**config.mk**
```make
export PLATFORM = sky130hd
export DESIGN_NAME = ram16k_bist_flat
export DESIGN_NICKNAME = d
export VERILOG_FILES = /design/src/rtl/ram_bist_pkg.sv /design/src/rtl/ram16k_bist_if.sv /design/src/rtl/ram_bist_check.sv /design/src/rtl/ram16k_bist.sv /design/src/flat_wrapper.sv
export SDC_FILE = /design/constraint.sdc
export NUM_CORES = 1
export LEC_CHECK = 0
export BUFFER_PORTS_ARGS = -buffer_cell sky130_fd_sc_hd__buf_2
export CORE_UTILIZATION = 34
export CTS_BUF_LIST = sky130_fd_sc_hd__clkbuf_8
export DETAILED_ROUTE_END_ITERATION = 7
export PLACE_DENSITY = 0.56
export SYNTH_ARGS = -nofsm -noshare
export SYNTH_HDL_FRONTEND = slang
export SYNTH_SLANG_ARGS = --single-unit
```
**constraint.sdc**
```tcl
create_clock -name clock -period 2.1 [get_ports clock]
set_clock_uncertainty 0.1 [all_clocks]
set_input_delay 0.21 -clock clock [delete_from_list [all_inputs] [get_ports clock]]
set_output_delay 0.21 -clock clock [all_outputs]
set_load 0.02 [all_outputs]
```
**src/rtl/ram_bist_pkg.sv**
```systemverilog
// Shared types and the expected-data generator for the RAM self-test.
package ram_bist_pkg;

  // Widest data/address the expected-value generator supports; callers truncate.
  localparam int unsigned ExpW = 64;

  typedef enum logic [2:0] {
    StIdle,
    StWrite,
    StRead,
    StDrain,
    StDone
  } state_t;

  typedef enum logic [1:0] {
    PAT_ZEROS = 2'd0,
    PAT_ONES  = 2'd1,
    PAT_ADDR  = 2'd2
  } pattern_t;

  function automatic logic [ExpW-1:0] exp_data(pattern_t pat, logic [ExpW-1:0] addr);
    case (pat)
      PAT_ZEROS: return '0;
      PAT_ONES:  return '1;
      PAT_ADDR:  return addr;
      default:   return '0;
    endcase
  endfunction

endpackage

```
**src/rtl/ram16k_bist_if.sv**
```systemverilog
// Single-port RAM port as seen from the BIST (master) and the RAM (slave).
interface ram16k_bist_if #(
  parameter int unsigned ADDR_W = 14,
  parameter int unsigned DATA_W = 16
) ();

  logic [ADDR_W-1:0] ram_address;
  logic [DATA_W-1:0] ram_data;
  logic              ram_wren;
  logic [DATA_W-1:0] ram_q;

  modport master (
    output ram_address,
    output ram_data,
    output ram_wren,
    input  ram_q
  );

  modport slave (
    input  ram_address,
    input  ram_data,
    input  ram_wren,
    output ram_q
  );

endinterface

```
**src/rtl/ram_bist_check.sv**
```systemverilog
// Read-latency delay line, comparator, saturating error counter and first-fail capture.
module ram_bist_check
  import ram_bist_pkg::*;
#(
  parameter int unsigned ADDR_W = 14,
  parameter int unsigned DATA_W = 16,
  parameter int unsigned RD_LAT = 1,
  parameter int unsigned ERR_W  = 16
) (
  input  logic              clock,
  input  logic              sclr_n,
  input  logic              clr_i,
  input  logic              rd_valid_i,
  input  logic [DATA_W-1:0] exp_i,
  input  logic [ADDR_W-1:0] addr_i,
  input  pattern_t          pat_i,
  input  logic [DATA_W-1:0] ram_q_i,
  output logic              mism_o,
  output logic [ERR_W-1:0]  err_cnt_o,
  output logic [ADDR_W-1:0] fail_addr_o,
  output logic [1:0]        fail_pat_o
);

  logic              vld_q [RD_LAT];
  logic [DATA_W-1:0] exp_q [RD_LAT];
  logic [ADDR_W-1:0] adr_q [RD_LAT];
  pattern_t          pat_q [RD_LAT];

  logic [ERR_W-1:0]  err_q;
  logic              seen_q;
  logic [ADDR_W-1:0] fail_addr_q;
  pattern_t          fail_pat_q;

  always_ff @(posedge clock) begin
    if (!sclr_n || clr_i) begin
      for (int i = 0; i < int'(RD_LAT); i++) begin
        vld_q[i] <= 1'b0;
        exp_q[i] <= '0;
        adr_q[i] <= '0;
        pat_q[i] <= PAT_ZEROS;
      end
    end else begin
      vld_q[0] <= rd_valid_i;
      exp_q[0] <= exp_i;
      adr_q[0] <= addr_i;
      pat_q[0] <= pat_i;
      for (int i = 1; i < int'(RD_LAT); i++) begin
        vld_q[i] <= vld_q[i-1];
        exp_q[i] <= exp_q[i-1];
        adr_q[i] <= adr_q[i-1];
        pat_q[i] <= pat_q[i-1];
      end
    end
  end

  // The last tap lines up with the RAM output for the address it describes.
  assign mism_o = vld_q[RD_LAT-1] && (ram_q_i != exp_q[RD_LAT-1]);

  always_ff @(posedge clock) begin
    if (!sclr_n || clr_i) begin
      err_q       <= '0;
      seen_q      <= 1'b0;
      fail_addr_q <= '0;
      fail_pat_q  <= PAT_ZEROS;
    end else if (mism_o) begin
      if (err_q != '1) begin
        err_q <= err_q + ERR_W'(1);
      end
      if (!seen_q) begin
        seen_q      <= 1'b1;
        fail_addr_q <= adr_q[RD_LAT-1];
        fail_pat_q  <= pat_q[RD_LAT-1];
      end
    end
  end

  assign err_cnt_o   = err_q;
  assign fail_addr_o = fail_addr_q;
  assign fail_pat_o  = fail_pat_q;

endmodule

```
**src/rtl/ram16k_bist.sv**
```systemverilog
// RAM BIST initiator: write/verify passes of zeros, ones and address-as-data.
module ram16k_bist
  import ram_bist_pkg::*;
#(
  parameter int unsigned ADDR_W = 14,
  parameter int unsigned DATA_W = 16,
  parameter int unsigned RD_LAT = 1,
  parameter int unsigned ERR_W  = 16
) (
  input  logic              clock,
  input  logic              sclr_n,
  input  logic              start,
  output logic              busy,
  output logic              done,
  output logic              pass,
  output logic [ERR_W-1:0]  err_cnt,
  output logic [ADDR_W-1:0] fail_addr,
  output logic [1:0]        fail_pat,
  ram16k_bist_if.master     ram_if
);

  localparam logic [ADDR_W-1:0] LastAddr  = '1;
  localparam logic [7:0]        DrainLast = 8'(RD_LAT - 1);

  function automatic logic [DATA_W-1:0] exp_word(pattern_t p, logic [ADDR_W-1:0] a);
    return DATA_W'(exp_data(p, ExpW'(a)));
  endfunction

  state_t            state_q;
  pattern_t          pat_q;
  logic [ADDR_W-1:0] addr_q;
  logic [DATA_W-1:0] data_q;
  logic              wren_q;
  logic              busy_q;
  logic              done_q;
  logic              pass_q;
  logic [7:0]        drain_q;

  logic [ADDR_W-1:0] addr_nxt;
  pattern_t          pat_nxt;
  logic              clr;
  logic              mism;

  assign addr_nxt = addr_q + ADDR_W'(1);
  assign pat_nxt  = (pat_q == PAT_ZEROS) ? PAT_ONES : PAT_ADDR;
  assign clr      = ((state_q == StIdle) || (state_q == StDone)) && start;

  always_ff @(posedge clock) begin
    if (!sclr_n) begin
      state_q <= StIdle;
      pat_q   <= PAT_ZEROS;
      addr_q  <= '0;
      data_q  <= '0;
      wren_q  <= 1'b0;
      busy_q  <= 1'b0;
      done_q  <= 1'b0;
      pass_q  <= 1'b0;
      drain_q <= '0;
    end else begin
      case (state_q)
        StIdle, StDone: begin
          if (start) begin
            state_q <= StWrite;
            pat_q   <= PAT_ZEROS;
            addr_q  <= '0;
            data_q  <= exp_word(PAT_ZEROS, '0);
            wren_q  <= 1'b1;
            busy_q  <= 1'b1;
            done_q  <= 1'b0;
            pass_q  <= 1'b0;
          end
        end
        StWrite: begin
          if (addr_q == LastAddr) begin
            state_q <= StRead;
            addr_q  <= '0;
            data_q  <= '0;
            wren_q  <= 1'b0;
          end else begin
            addr_q <= addr_nxt;
            data_q <= exp_word(pat_q, addr_nxt);
          end
        end
        StRead: begin
          if (addr_q == LastAddr) begin
            state_q <= StDrain;
            addr_q  <= '0;
            drain_q <= '0;
          end else begin
            addr_q <= addr_nxt;
          end
        end
        StDrain: begin
          if (drain_q == DrainLast) begin
            if (pat_q == PAT_ADDR) begin
              state_q <= StDone;
              busy_q  <= 1'b0;
              done_q  <= 1'b1;
              // The final compare lands on this same edge, so fold it in here.
              pass_q  <= (err_cnt == '0) && !mism;
            end else begin
              state_q <= StWrite;
              pat_q   <= pat_nxt;
              addr_q  <= '0;
              data_q  <= exp_word(pat_nxt, '0);
              wren_q  <= 1'b1;
            end
          end else begin
            drain_q <= drain_q + 8'd1;
          end
        end
        default: state_q <= StIdle;
      endcase
    end
  end

  ram_bist_check #(
    .ADDR_W (ADDR_W),
    .DATA_W (DATA_W),
    .RD_LAT (RD_LAT),
    .ERR_W  (ERR_W)
  ) u_check (
    .clock       (clock),
    .sclr_n      (sclr_n),
    .clr_i       (clr),
    .rd_valid_i  (state_q == StRead),
    .exp_i       (exp_word(pat_q, addr_q)),
    .addr_i      (addr_q),
    .pat_i       (pat_q),
    .ram_q_i     (ram_if.ram_q),
    .mism_o      (mism),
    .err_cnt_o   (err_cnt),
    .fail_addr_o (fail_addr),
    .fail_pat_o  (fail_pat)
  );

  assign busy               = busy_q;
  assign done               = done_q;
  assign pass               = pass_q;
  assign ram_if.ram_address = addr_q;
  assign ram_if.ram_data    = data_q;
  assign ram_if.ram_wren    = wren_q;

endmodule

```
**src/flat_wrapper.sv**
```systemverilog
// flat-port wrapper written by rule: the top's interface ports become plain ports
module ram16k_bist_flat import ram_bist_pkg::*;
#(
  parameter int unsigned ADDR_W = 14,
  parameter int unsigned DATA_W = 16,
  parameter int unsigned RD_LAT = 1,
  parameter int unsigned ERR_W  = 16
)
  (clock, sclr_n, start, busy, done, pass, err_cnt, fail_addr, fail_pat, ram_if_ram_address, ram_if_ram_data, ram_if_ram_wren, ram_if_ram_q);
  ram16k_bist_if #(.ADDR_W(ADDR_W), .DATA_W(DATA_W)) ram_if_i ();
  input  logic clock;
  input  logic sclr_n;
  input  logic start;
  output logic busy;
  output logic done;
  output logic pass;
  output logic [ERR_W-1:0] err_cnt;
  output logic [ADDR_W-1:0] fail_addr;
  output logic [1:0] fail_pat;
  output wire logic [$bits(ram_if_i.ram_address)-1:0] ram_if_ram_address;
  output wire logic [$bits(ram_if_i.ram_data)-1:0] ram_if_ram_data;
  output wire logic [$bits(ram_if_i.ram_wren)-1:0] ram_if_ram_wren;
  input wire logic [$bits(ram_if_i.ram_q)-1:0] ram_if_ram_q;
  assign ram_if_ram_address = ram_if_i.ram_address;
  assign ram_if_ram_data = ram_if_i.ram_data;
  assign ram_if_ram_wren = ram_if_i.ram_wren;
  assign ram_if_i.ram_q = ram_if_ram_q;
  ram16k_bist #(.ADDR_W(ADDR_W), .DATA_W(DATA_W), .RD_LAT(RD_LAT), .ERR_W(ERR_W)) u_core (.clock(clock), .sclr_n(sclr_n), .start(start), .busy(busy), .done(done), .pass(pass), .err_cnt(err_cnt), .fail_addr(fail_addr), .fail_pat(fail_pat), .ram_if(ram_if_i));
endmodule
```
After elaboration in Yosys (flattened, before gate mapping)
Memory sizes are Yosys's and may differ from the RTL's. A register that Yosys moved wholly into a read port is not among the register bits.
Cells that the tools add are included.
- input bits: 19
- output and inout bits: 66
- RAM bits: 33
- word-level logic and storage cells: 119
- bits in registers: 64
- memories: 4
- memory list (name ; depth ; width ; rd ports ; clocked after memory_dff ; wr ports ; RTL line ; RTL):
    u_core.u_check.exp_q ; 1 ; 16 ; 1 ; 0 ; 1 ; ram_bist_check.sv:25 ; logic [DATA_W-1:0] exp_q [RD_LAT];
    u_core.u_check.adr_q ; 1 ; 14 ; 1 ; 1 ; 1 ; ram_bist_check.sv:26 ; logic [ADDR_W-1:0] adr_q [RD_LAT];
    u_core.u_check.pat_q ; 1 ; 2 ; 1 ; 1 ; 1 ; ram_bist_check.sv:27 ; pattern_t pat_q [RD_LAT];
    u_core.u_check.vld_q ; 1 ; 1 ; 1 ; 0 ; 1 ; ram_bist_check.sv:24 ; logic vld_q [RD_LAT];
- reductions and logical operators: 30
- bitwise logic cells: 1
- $add $sub $neg: 3
- muxes and demuxes: 53
- eq/ne operators: 17
- operator list (kind ; count):
    $mux W16 ; 6
    $mux W14 ; 5
    $pmux W16 S2 ; 2
    $pmux W16 S3 ; 1
    $pmux W14 S3 ; 1
    $reduce_and A4 Y1 ; 5
    $mux W1 ; 19
    $add A16 B1 Y16 const B ; 1
    $logic_not A16 Y1 ; 1
    $mux W8 ; 2
    $ne A16 B16 Y1 ; 1
    $ne A16 B16 Y1 const B ; 1
    $pmux W8 S2 ; 1
    $reduce_or A16 Y1 ; 1
    $mux W3 ; 5
    $add A14 B1 Y14 const B ; 1
    $eq A14 B14 Y1 const B ; 1
    $reduce_or A14 Y1 ; 1
    $pmux W3 S4 ; 1
    $mux W2 ; 5
    $add A8 B1 Y8 const B ; 1
    $logic_not A8 Y1 ; 1
    $ne A2 B1 Y1 const B ; 4
    $eq A3 B2 Y1 const B ; 2
    other kinds (21) ; 35

Longest topological paths before layout
An unclocked memory read counts as a cell.
- depth after elaboration: 8
- gate-level depth with buffers: 9
- mapped depth without buffers: 8

Hierarchy
Synthesis repeated with hierarchy kept, for this count alone.
- cells, all modules: 614
- area, all modules: 5355.1 sq um
- by module, submodules not included (module ; times used ; area each (sq um) ; cells each ; sequential area each (sq um)):
    ram16k_bist ; 1 ; 2735.1 ; 345 ; 920.9
    ram_bist_check ; 1 ; 2620.0 ; 269 ; 1321.3

Worst setup path before layout
No wires, ideal clock.
- path type: reg2reg
- start point: register u_core.addr_q[0], in the netlist u_core.ram_if.ram_address[0]
- end point: register u_core.data_q[7], in the netlist u_core.ram_if.ram_data[7]
- buffers on the path: 2
- setup slack: -167 ps
- data arrival time: 2088 ps
- cell stages (with the launch flop): 9
- setup time: 79 ps
- cell sequence: dfxtp_1 > ha_1 > and4_1 > and4_4 > buf_6 > or3_4 > or2_0 > buf_6 > o211ai_1
- cells in the longest elaborated chain, start to end: 4
- RTL lines (what ; RTL line ; RTL):
    start, declared ; ram16k_bist.sv:31 ; logic [ADDR_W-1:0] addr_q;
    start signal, assigned ; ram16k_bist.sv:80 ; addr_q <= addr_nxt;
    start signal, assigned ; ram16k_bist.sv:90 ; addr_q <= addr_nxt;
    $add A14 B1 Y14 ; ram16k_bist.sv:44 ; assign addr_nxt = addr_q + ADDR_W'(1);
    $pmux W16 S2 ; ram_bist_pkg.sv:22 ; case (pat)
    $mux W16 * ; ram16k_bist.sv:74 ; if (addr_q == LastAddr) begin
    $pmux W16 S3 * ; ram16k_bist.sv:60 ; case (state_q)
    end signal, assigned ; ram16k_bist.sv:66 ; data_q <= exp_word(PAT_ZEROS, '0);
    end signal, assigned ; ram16k_bist.sv:81 ; data_q <= exp_word(pat_q, addr_nxt);
    end signal, assigned ; ram16k_bist.sv:105 ; data_q <= exp_word(pat_nxt, '0);
    end, declared ; ram16k_bist.sv:32 ; logic [DATA_W-1:0] data_q;
Every way passes the cells marked *; elsewhere a longest branch is shown, timed or not.
A chain may end at the register's enable or synchronous reset.

Worst setup path after layout
- start point: memory u_core.u_check.exp_q[0][4]
- end point: register u_core.u_check.fail_addr_q[12], in the netlist u_core.u_check.fail_addr_o[12], read port of u_core.u_check.adr_q
- cells in the longest elaborated chain, start to end: 4
- RTL lines (what ; RTL line ; RTL):
    start, declared ; ram_bist_check.sv:25 ;
    $mem_v2 Z1 W16 ; - ;
    $ne A16 B16 Y1 ; ram_bist_check.sv:57 ; assign mism_o = vld_q[RD_LAT-1] && (ram_q_i != exp_q[RD_LAT-1]);
    $logic_and A1 B1 Y1 ; ram_bist_check.sv:57 ;
    $reduce_and A2 Y1 (no source line) ; - ;
    end, declared ; ram_bist_check.sv:31 ; logic [ADDR_W-1:0] fail_addr_q;
Every way passes these cells.

==> summary by stage <==
Status
The flow ran to the end, and the final reports show no timing, DRC or antenna violations.

STA
The top achievable clock speed is 0.494 GHz. The final setup violation count is 0. The number of hold violations in the final report is 0. Headroom to the max-slew limit came out at 65.2%. Dividing the final minimum period by the clock period gives 96.4%. The clock period minus final worst setup slack is 2020 ps.

Setup repair after global routing could not meet its margin everywhere. The count of pins over their slew limit is 0. At the pin with the least slew margin, the transition time is 520 ps.

Across all setup checks in the final design, the least slack found is 75.2 ps.

Critical path
STA classifies the critical path endpoint as a register. The reg-to-reg endpoint is u_core.u_check.fail_addr_o[12]. Across all register-to-register paths, the minimum setup slack is 80 ps. The origin of the critical flop-to-flop path is u_core.u_check.exp_q[0][4]. For the worst setup path, the data required time is 2300 ps. The maximum net fanout on the critical path is 8.

The data arrival time at the worst-slack endpoint is 2220 ps. The number of buffer and inverter instances along the worst setup path is 2. The stage delay of the slowest cell on the critical path is 470 ps. The cell with the biggest individual delay on the critical path is a2111oi_4. The kind of launch point of the worst setup path is a register. The signal on the critical path passes through xnor2_1 -> nand4_1 -> a2111oi_4 -> buf_4 -> a211oi_4 -> clkbuf_16 -> mux2i_1 -> nor2_1. The critical path in this run is classified as register to register. The kind of cell adding the most delay to the critical path is compound AO/OA/AOI/OAI gates. The number of cells on the worst reg-to-reg path is 8.

Final layout
The top cell types in the final layout, fill and taps aside, are dfxtp_1, buf_2, buf_4. Across the whole layout, storage elements account for 2240 µm². The most common library cell in the layout ignoring fill and taps is dfxtp_1.

The area added between synthesis and finish is 25.6%. The area used by multi-input combinational logic is 2670 µm². The number of antenna diodes in the final layout is 0. The fill cell total of the finished layout is 1437. The fraction of layout instances using a drive strength above 1 is 30.0%. At the end of the flow, the number of nets in the layout was 731. The final design instance area without fill is 6390 µm².

Yosys
The most used flip-flop cell after synthesis is dfxtp_1. In the synthesized netlist the async set-or-reset flop fraction comes to 0%. The yosys synthesis warning count is 0.

A synthesized cell averages 8.83 µm². The number of nets handed over by synthesis was 603. The number of synthesized flops with an enable pin is 0. After synthesis, the netlist uses 61 different library cells.

After synthesis the netlist holds a flip-flop and latch count of 111. The share of the Yosys chip area taken by registers is 43.7%. The cell count after synthesis is 576. The area of the mapped netlist is 5090 µm².

Global route
The met3 track demand over resource in global routing is 3.31%. The first global-routing pass estimated 22.6 mm of wire. The total overflow left after global routing is 0.

For met1 alone, demand over resource in global routing was 24.3%. The global-route usage over all layers is 18.0%. The met2 usage in global routing is 28.4%. The number of global-route vias before repair is 4415. The maximum number of pins on one net before global-route repair is 36. The initial antenna violation count is 0. The most crowded layer after global routing is met2.

Pwr
Combinational logic burns 24.5% of the power. For this design the total switching power over the nets is 1.54 mW. The static leakage power is 2.69 nW. IR analysis of the VDD net gives a maximum drop of 298 µV.

In this run switching power makes up 33.4% of total power. Sequential cells account for 48.0% of the total power. Per report_power, the clock group accounts for 27.5% of the total. The cell internal power dissipation is 3.07 mW. The cell area power density is 721 nW/µm².

Clock tree
TritonCTS built the clock tree. The clock reaches the later pin of the worst-skew pair after 390 ps. The number of clock buffers added by TritonCTS is 9.

Hold repair after CTS inserted 0 buffers. Clock-pin slew was measured on the worst setup and hold paths at 110 ps. The root buffer cell chosen for the clock tree is clkbuf_8.

In this run the number of H-tree levels came out at 3. The number of clock sinks seen by CTS is 111. In this run the deepest clock path goes through 2 buffers.

Placement
The number of buffer cells added on primary ports is 84. At the placement stage, the worst setup path has a slack of 3.93 ps. Detailed placement ended at an HPWL of 10.3 mm. After detailed placement, the total cell area comes to 6080 µm². The routability congestion estimate from global placement is 0.874.

Job
The number of max-capacitance violations reported is 0.

Route
Summed over all layers, the routed wires come to 13.9 mm. The post-detailed-route via-to-cell ratio is 5.09. In the final routed layout, each cell accounts on average for 15.5 µm. The detail route stage leaves a number of antenna-violating nets equal to 0.

In the routed design, unresolved DRC markers number 0. The routed layout has 4547 vias. The detailed router finished its first iteration with 273 violations. The first detailed-routing pass took 4 iterations.

Hold path
The number of cells on the worst hold path is 2. The min-delay analysis places its worst path in the category input port to register. For hold timing, the worst endpoint is u_core.ram_if.ram_data[9].

The worst hold path begins at sclr_n.

Floorplan
During I/O placement, the number of pins put on the boundary was 85. The x dimension of the die is 124 µm. The area of the die is 15500 µm². The standard-cell row count is 44. The floorplan step set the die height to 124 µm. The starting density of the core is 34.9%. The total core area is 14600 µm².
-- sequential cells by signal, indices dropped and copies added (netlist names), 2 cells and up --
name                        flops
u_core.u_check.fail_addr_o     14
u_core.u_check.adr_q           14
u_core.drain_q                  8
u_core.pat_q                    2
u_core.state_q                  3
u_core.ram_if.ram_data         15
u_core.u_check.err_cnt_o       16
u_core.u_check.fail_pat_o       2
u_core.u_check.exp_q           15
u_core.u_check.pat_q            2
u_core.ram_if.ram_address      14
-- cells in the mapped netlist, types with 3 or more instances --
cell type	count	area share [%]
xnor2_1	23	4.0
buf_6	8	1.8
buf_2	5	0.49
inv_1	19	1.4
o21ai_0	22	2.2
and2_1	8	0.98
and3_1	17	2.1
a31oi_1	3	0.37
a21oi_1	50	4.9
nor4_1	4	0.49
ha_1	8	2.0
nand3_1	19	1.9
a21o_1	5	0.74
xor2_1	12	2.1
o31ai_1	8	1.2
mux2i_1	20	3.9
or3_1	5	0.62
and4_4	4	0.89
and4_1	4	0.69
a32o_1	3	0.59
dfxtp_1	111	44
a22o_1	3	0.52
nand4_1	15	1.8
a211oi_1	4	0.59
nand3b_1	3	0.44
clkbuf_1	22	1.6
nor3_1	10	0.98
o21ai_1	6	0.59
nor2_1	64	4.7
nand2_1	46	3.4
o211ai_1	4	0.59
-- how the worst max path moves through the flow --
| stage | startpoint | endpoint | slack (ps) | cells past startpoint |
|---|---|---|---|---|
| finish | u_core.u_check.exp_q[0][4] | u_core.u_check.fail_addr_o[12] | 80 | 8 |
| global route | u_core.ram_if.ram_address[5] | u_core.ram_if.ram_data[11] | -40 | 6 |
| CTS | u_core.drain_q[1] | u_core.ram_if.ram_data[3] | 40 | 8 |
| detailed placement | u_core.drain_q[1] | u_core.ram_if.ram_data[1] | 4 | 8 |
| global placement | ram_if_ram_q[14] | u_core.u_check.err_cnt_o[13] | 40 | 7 |
| floorplan | u_core.ram_if.ram_address[1] | u_core.ram_if.ram_data[7] | 10 | 8 |
-- worst reg2reg max path: cells and delay by family (launching register included) --
kind / cells / cell delay, ps
AOI/OAI and AO/OA: 2 / 560
buffers and inverters: 2 / 420
DFF: 1 / 340
and+or+nand+nor: 2 / 230
muxes: 1 / 170
xor gates and xnor gates: 1 / 130
-- power groups by stage --
stage	clock network, mW	registers (mW)	logic (mW)
6_report	1.27	2.21	1.13
4_1_cts	1.30	2.21	1.08
5_1_grt	1.38	2.22	1.23
3_3_place_gp	0	2.26	1.07
3_5_place_dp	0	2.26	1.07
2_1_floorplan	0	2.32	0.629
-- final cells by class --
| type | instances | area share (%) |
|---|---|---|
| multi-input combinational | 410 | 41.8 |
| sequential | 111 | 35.0 |
| timing repair buffer | 153 | 15.5 |
| tap | 184 | 3.60 |
| clock buffer | 9 | 1.94 |
| inverter | 19 | 1.12 |
| clock inverter | 7 | 0.979 |
-- routing by layer --
| metal | vias to the layer above | part of all wire [%] | routed length (µm) |
|---|---|---|---|
| li1 | 2292 | - | - |
| met1 | 2119 | 48 | 6600 |
| met2 | 114 | 46 | 6330 |
| met3 | 22 | 4.9 | 674 |
| met4 | 0 | 1.9 | 263 |
| met5 | - | 0 | 0 |
-- kinds of logic after synthesis --
family	after synthesis	share of synthesized area (%)
XOR/XNOR	35	6.03
adder cells (fa/ha/maj)	8	1.97
flip-flops	111	43.7
AND/OR/NAND/NOR	218	22.4
AO/OA/AOI/OAI	129	16.6
multiplexers	20	3.94
buffers and inverters	55	5.44
-- metrics by stage --
stage	total power, mW	cells	setup TNS (ps)	hold WS, ps	utilization [%]
after floorplan	2.95	576	0	340	-
after global placement	3.32	875	0	349	41.7
after detailed placement	3.33	875	0	358	41.7
after CTS	4.59	891	0	25.6	43.0
after global routing	4.84	893	-84.1	45.2	43.8
final	4.61	893	0	46.2	43.8
-- what timing repair did --
item / CTS / global route
cloned: 0 / 1
endpoints found under the setup margin: 15 / 46
gates resized for setup: 2 / 26
buffers inserted: 0 / 1
pin swaps: 1 / 13
Note: power is estimated with default switching activity, not from simulation.
